--- src/rtl/axi_lite_arb_pkg.sv ---
// Shared types and constants for the two-requester AXI4-Lite master arbiter.
package axi_lite_arb_pkg;

  localparam int unsigned DATA_W = 32;
  localparam int unsigned STRB_W = 4;
  localparam int unsigned RESP_W = 2;

  localparam logic [RESP_W-1:0] RESP_OKAY   = 2'b00;
  localparam logic [RESP_W-1:0] RESP_EXOKAY = 2'b01;
  localparam logic [RESP_W-1:0] RESP_SLVERR = 2'b10;
  localparam logic [RESP_W-1:0] RESP_DECERR = 2'b11;

  typedef enum logic [2:0] {
    ST_IDLE,
    ST_RD_ADDR,
    ST_RD_DATA,
    ST_WR_REQ,
    ST_WR_RESP,
    ST_DONE
  } arb_state_e;

  typedef struct packed {
    logic [DATA_W-1:0] wdata;
    logic [STRB_W-1:0] wstrb;
  } wr_payload_t;

  // SLVERR and DECERR both report an error to the requester.
  function automatic logic resp_is_err(input logic [RESP_W-1:0] resp);
    return !(resp inside {RESP_OKAY, RESP_EXOKAY});
  endfunction

endpackage

--- src/rtl/rr_arbiter2.sv ---
// Two-way round-robin arbiter: on a tie the requester not granted last wins.
module rr_arbiter2 (
  input  logic [1:0] valid,
  input  logic       last_grant,
  input  logic       enable,
  output logic [1:0] grant
);

  always_comb begin
    grant = 2'b00;
    if (enable) begin
      if (valid == 2'b11) grant = last_grant ? 2'b01 : 2'b10;
      else                grant = valid;
    end
  end

endmodule

--- src/rtl/axi_lite_master_arbiter.sv ---
// Shares one AXI4-Lite master port between two single-beat requesters,
// one transaction outstanding at a time, round-robin granted.
module axi_lite_master_arbiter
  import axi_lite_arb_pkg::*;
#(
  parameter int unsigned ADDR_WIDTH = 32
) (
  input  logic                  AXI_CLK,
  input  logic                  RESET,
  input  logic                  req0_valid,
  input  logic                  req0_write,
  input  logic [ADDR_WIDTH-1:0] req0_addr,
  input  logic [DATA_W-1:0]     req0_wdata,
  input  logic [STRB_W-1:0]     req0_wstrb,
  output logic                  req0_accept,
  output logic                  req0_done,
  output logic [DATA_W-1:0]     req0_rdata,
  output logic                  req0_err,
  input  logic                  req1_valid,
  input  logic                  req1_write,
  input  logic [ADDR_WIDTH-1:0] req1_addr,
  input  logic [DATA_W-1:0]     req1_wdata,
  input  logic [STRB_W-1:0]     req1_wstrb,
  output logic                  req1_accept,
  output logic                  req1_done,
  output logic [DATA_W-1:0]     req1_rdata,
  output logic                  req1_err,
  output logic [ADDR_WIDTH-1:0] AXI_araddr,
  output logic [2:0]            AXI_arprot,
  output logic                  AXI_arvalid,
  input  logic                  AXI_arready,
  input  logic [DATA_W-1:0]     AXI_rdata,
  input  logic [RESP_W-1:0]     AXI_rresp,
  input  logic                  AXI_rvalid,
  output logic                  AXI_rready,
  output logic [ADDR_WIDTH-1:0] AXI_awaddr,
  output logic [2:0]            AXI_awprot,
  output logic                  AXI_awvalid,
  input  logic                  AXI_awready,
  output logic [DATA_W-1:0]     AXI_wdata,
  output logic [STRB_W-1:0]     AXI_wstrb,
  output logic                  AXI_wvalid,
  input  logic                  AXI_wready,
  input  logic [RESP_W-1:0]     AXI_bresp,
  input  logic                  AXI_bvalid,
  output logic                  AXI_bready
);

  arb_state_e            state, state_nx;
  logic                  owner, last_grant, aw_ok, w_ok;
  logic [1:0]            grant, done_q, err_q;
  logic [ADDR_WIDTH-1:0] addr_q;
  wr_payload_t           pl_q;
  logic [DATA_W-1:0]     rdata0_q, rdata1_q;

  rr_arbiter2 u_arb (
    .valid      ({req1_valid, req0_valid}),
    .last_grant (last_grant),
    .enable     (state == ST_IDLE),
    .grant      (grant)
  );

  assign req0_accept = grant[0];
  assign req1_accept = grant[1];
  assign req0_done   = done_q[0];
  assign req1_done   = done_q[1];
  assign req0_err    = err_q[0];
  assign req1_err    = err_q[1];
  assign req0_rdata  = rdata0_q;
  assign req1_rdata  = rdata1_q;

  // Bus address/data come only from the latched request.
  assign AXI_araddr = addr_q;
  assign AXI_awaddr = addr_q;
  assign AXI_wdata  = pl_q.wdata;
  assign AXI_wstrb  = pl_q.wstrb;
  assign AXI_arprot = 3'b000;
  assign AXI_awprot = 3'b000;

  always_ff @(posedge AXI_CLK or posedge RESET) begin
    if (RESET) state <= ST_IDLE;
    else       state <= state_nx;
  end

  always_comb begin
    state_nx    = state;
    AXI_arvalid = 1'b0;
    AXI_rready  = 1'b0;
    AXI_awvalid = 1'b0;
    AXI_wvalid  = 1'b0;
    AXI_bready  = 1'b0;
    case (state)
      ST_IDLE: begin
        if (grant[0])      state_nx = req0_write ? ST_WR_REQ : ST_RD_ADDR;
        else if (grant[1]) state_nx = req1_write ? ST_WR_REQ : ST_RD_ADDR;
      end
      ST_RD_ADDR: begin
        AXI_arvalid = 1'b1;
        if (AXI_arready) state_nx = ST_RD_DATA;
      end
      ST_RD_DATA: begin
        AXI_rready = 1'b1;
        if (AXI_rvalid) state_nx = ST_DONE;
      end
      ST_WR_REQ: begin
        AXI_awvalid = !aw_ok;
        AXI_wvalid  = !w_ok;
        if ((aw_ok || AXI_awready) && (w_ok || AXI_wready)) state_nx = ST_WR_RESP;
      end
      ST_WR_RESP: begin
        AXI_bready = 1'b1;
        if (AXI_bvalid) state_nx = ST_DONE;
      end
      ST_DONE: state_nx = ST_IDLE;
      default: state_nx = ST_IDLE;
    endcase
  end

  // Request latch, per-channel write handshake flags and per-owner results.
  always_ff @(posedge AXI_CLK or posedge RESET) begin
    if (RESET) begin
      owner      <= 1'b0;
      last_grant <= 1'b1;
      addr_q     <= '0;
      pl_q       <= '0;
      aw_ok      <= 1'b0;
      w_ok       <= 1'b0;
      done_q     <= 2'b00;
      err_q      <= 2'b00;
      rdata0_q   <= '0;
      rdata1_q   <= '0;
    end else begin
      done_q <= 2'b00;
      case (state)
        ST_IDLE: begin
          if (|grant) begin
            owner      <= grant[1];
            addr_q     <= grant[1] ? req1_addr : req0_addr;
            pl_q.wdata <= grant[1] ? req1_wdata : req0_wdata;
            pl_q.wstrb <= grant[1] ? req1_wstrb : req0_wstrb;
            aw_ok      <= 1'b0;
            w_ok       <= 1'b0;
          end
        end
        ST_RD_DATA: begin
          if (AXI_rvalid) begin
            if (owner) rdata1_q <= AXI_rdata;
            else       rdata0_q <= AXI_rdata;
            err_q[owner]  <= resp_is_err(AXI_rresp);
            done_q[owner] <= 1'b1;
          end
        end
        ST_WR_REQ: begin
          if (AXI_awvalid && AXI_awready) aw_ok <= 1'b1;
          if (AXI_wvalid && AXI_wready)   w_ok  <= 1'b1;
        end
        ST_WR_RESP: begin
          if (AXI_bvalid) begin
            err_q[owner]  <= resp_is_err(AXI_bresp);
            done_q[owner] <= 1'b1;
          end
        end
        ST_DONE: last_grant <= owner;
        default: ;
      endcase
    end
  end

endmodule

--- config.mk ---
export PLATFORM = sky130hd
export DESIGN_NAME = axi_lite_master_arbiter
export DESIGN_NICKNAME = d
export VERILOG_FILES = /design/src/rtl/axi_lite_arb_pkg.sv /design/src/rtl/rr_arbiter2.sv /design/src/rtl/axi_lite_master_arbiter.sv
export SDC_FILE = /design/constraint.sdc
export NUM_CORES = 1
export LEC_CHECK = 0
export ABC_AREA = 1
export CAP_MARGIN = 20
export CORE_MARGIN = 5
export CORE_UTILIZATION = 35
export DETAILED_ROUTE_END_ITERATION = 8
export PLACE_DENSITY = 0.77
export REMOVE_ABC_BUFFERS = 1
export SYNTH_ARGS = -nofsm -noshare
export SYNTH_HDL_FRONTEND = slang
export SYNTH_HIERARCHICAL = 1
export SYNTH_SLANG_ARGS = --single-unit
--- constraint.sdc ---
create_clock -name AXI_CLK -period 5.8 [get_ports AXI_CLK]
set_input_delay 1.74 -clock AXI_CLK [delete_from_list [all_inputs] [get_ports AXI_CLK]]
set_output_delay 1.74 -clock AXI_CLK [all_outputs]
set_load 0.05 [all_outputs]
==> results by group <==
Min path
  – Hold Crit Class: flip-flop to flip-flop
  – Hold path depth: 2

Power and ir drop
  – Leakage power: 4.83 nW
  – Sw Pwr: 0.00364 W
  – Clock network power share: 0.154
  – Power Dens Cells: 667 nW/µm²
  – Switching fraction of total power: 0.515
  – Internal Power: 0.00343 W
  – VDD IR max: 417 µV
  – Flop pwr share: 0.250
  – Final Total Pwr: 0.00707 W
  – Combinational cell fraction of total power: 0.597

Timing
  – Fin crit period: 5.20 ns
  – Max Clock Freq: 0.192 GHz
  – Setup TNS: 0 ns
  – Layout Skew: 0.0158 ns
  – Final hold violation count: 0
  – Slew Viols, Final: 0
  – Setup Viol. Count Final: 0
  – RSZ-0062 raised after global routing: no
  – Slew headroom: 0.450
  – Worst slew pin tran: 0.825 ns
  – Hold_ws: 0.481 ns
  – Final period util: 0.896

Setup path
  – Largest stage delay, worst path: 0.87 ns
  – Critical Path Slowest Stage Cell: clkdlybuf4s50_1
  – Critical Path Start Type: primary input
  – Crit path max-delay family: buffers and inverters
  – Crit path cell chain: clkdlybuf4s50_1 > nand2_1 > a21oi_1 > clkdlybuf4s50_1
  – Worst Path Required: 4.06 ns
  – CP max FO: 4
  – Levels on crit path: 4
  – Most frequent CP cell: clkdlybuf4s50_1
  – R2R Setup Slk: 3.26 ns
  – WS Path Type: primary input to output port
  – CP Data Arrival Time: 3.46 ns
  – Worst Reg-to-Reg Cells: 10
  – Worst path bufs/invs: 2
  – Worst Setup End Kind: output port

Die
  – Core ar.: 18600 µm²
  – Starting density of the core: 0.355
  – # rows: 50
  – Die X: 147 µm
  – Chip height: 147 µm
  – I/O pin total: 364
  – Die ar.: 21700 µm²

Global route
  – GRT Overall Usage: 0.196
  – Grt total ovfl: 0
  – Pin count of the biggest net entering global routing: 81
  – Vias in the first global route: 6377
  – Initial antenna violation count: 3
  – First-pass GRT wire length: 34100 µm

Routing
  – First-pass DRT Iterations: 5
  – Top layer reached by signal wires: met4
  – Iter 0 DRT Violations: 245
  – Final wirelength: 21600 µm
  – Wl on met1: 8780 µm
  – Vias per cell: 4.72
  – DR WL/cell: 16.5 µm
  – Remaining antenna violation count after routing: 0
  – DRC Markers: 0
  – Met3 WL post-DR: 1970 µm
  – Via count: 6146
  – Metal2 WL: 10300 µm

Clocking
  – CTS Buf Count: 17
  – Post-CTS Setup Inserts: 0
  – Cells resized by post-CTS repair: 0
  – CTS root buf: clkbuf_16
  – Clock latency on the worst-skew pair: 0.42 ns
  – H-tree lvl count: 4
  – Number of hold buffers added after CTS: 0
  – Clk buf depth: 2
  – Clock Pin Slew Worst Setup and Hold Paths: 0.06 ns
  – TritonCTS sink count: 143
  – CTS tree: yes

Finish
  – Most common cell after layout, fill and taps aside: clkdlybuf4s50_1
  – Post-route insts no fill: 1303
  – Layout area overhead: 60.3%
  – Final core occ: 0.568
  – Share of cells above drive strength 1: 0.0760
  – Nets: 1236
  – Most frequent cells in the layout: clkdlybuf4s50_1, nand2_1, nor2_1

Synthesis
  – Gate count after technology mapping: 748
  – YS warnings: 6
  – Share of the yosys chip area belonging to registers: 0.541
  – Yosys cell types: 26
  – Post-synthesis cell area: 6610 µm²
  – #FFs+latches synth: 143
  – Syn_area_per_cell: 8.84 µm²

Outcome
  – Status: completed

Job
  – MaxCap Viol Count: 0

Placement
  – Port buffer count: 355
  – Placed Cells: 1268
  – Final HPWL DP: 16100 µm
  – Routability cong.: 0.823
## kinds of logic (layout without fill, tap and decap cells)
logic type | count (synthesis) | count (layout) | synth area share
AOI/OAI and AO/OA | 143 | 143 | 0.150
buffers and inverters | 136 | 449 | 0.116
DFF | 143 | 143 | 0.541
other | 1 | 9 | 0.000567
and+or+nand+nor | 325 | 325 | 0.192
## registers in the layout, summed over array words and instances (netlist names)
| signal | flops |
|---|---|
| AXI_wstrb | 4 |
| req0_rdata | 32 |
| owner | 1 |
| err_q | 2 |
| AXI_araddr | 32 |
| done_q | 2 |
| aw_ok | 1 |
| req1_rdata | 32 |
| state | 3 |
| w_ok | 1 |
| AXI_wdata | 32 |
| last_grant | 1 |
## cells in the mapped netlist, drive strengths merged
library cell,number,area [µm²]
nand2,163,614
nor2,146,561
dfrtp,142,3550
o21ai,71,430
o31ai,68,541
buf,65,499
inv,53,199
clkbuf,17,63.8
nand3,15,85.1
a21oi,2,10.0
a31oi,1,6.26
clkinv,1,3.75
conb,1,3.75
dfstp,1,26.3
nand3b,1,7.51
o21bai,1,7.51
## layout make-up
type | count | area (µm²)
antenna | 3 | 7.51
clock buffer | 18 | 439
clock inverter | 14 | 145
fill | 1647 | 8050
inverter | 54 | 208
multi-input combinational | 474 | 2300
sequential | 143 | 3580
tap | 234 | 293
timing repair buffer | 363 | 3620
## worst register-to-register path: stages (launching register included)
cell	delay (ns)
dfrtp_1	0.47
nor2_2	0.18
nand2_1	0.08
inv_2	0.09
nand2_1	0.10
a21oi_4	0.23
nor2_1	0.11
inv_1	0.11
nand2_4	0.35
buf_12	0.38
o31ai_1	0.34
## path summary, 6_finish.rpt
path | from | endpoint
max | req0_valid | req0_accept
min | req0_rdata[15] | req0_rdata[15]
max reg2reg | state[2] | AXI_araddr[17]
min reg2reg | req0_rdata[15] | req0_rdata[15]
max in group asynchronous | RESET | req0_rdata[24]
min in group asynchronous | RESET | AXI_wdata[24]
## power groups by stage
| stage | Sequential, W | Combinational, W | Clock [W] |
|---|---|---|---|
| 6_report | 0.00177 | 0.00422 | 0.00109 |
| 5_1_grt | 0.00183 | 0.00445 | 0.00115 |
| 4_1_cts | 0.00177 | 0.00425 | 0.00111 |
| 3_5_place_dp | 0.00177 | 0.00424 | 0 |
| 3_3_place_gp | 0.00175 | 0.00419 | 0 |
| 2_1_floorplan | 0.00360 | 0.000884 | 0 |
## routing by layer
metal,GRT usage,vias to the layer above
met5,0,-
met3,0.0739,35
li1,-,2981
met2,0.323,262
met4,0.0713,0
met1,0.237,2868
## through the flow
step | area [µm²] | setup slack [ns]
finish | 10600 | 0.604
global route | 10600 | 0.547
CTS | 10600 | 0.603
detailed placement | 10000 | 0.603
global placement | 10000 | 0.630
floorplan | 6070 | -2.47
(Power assumes the default switching activity.)
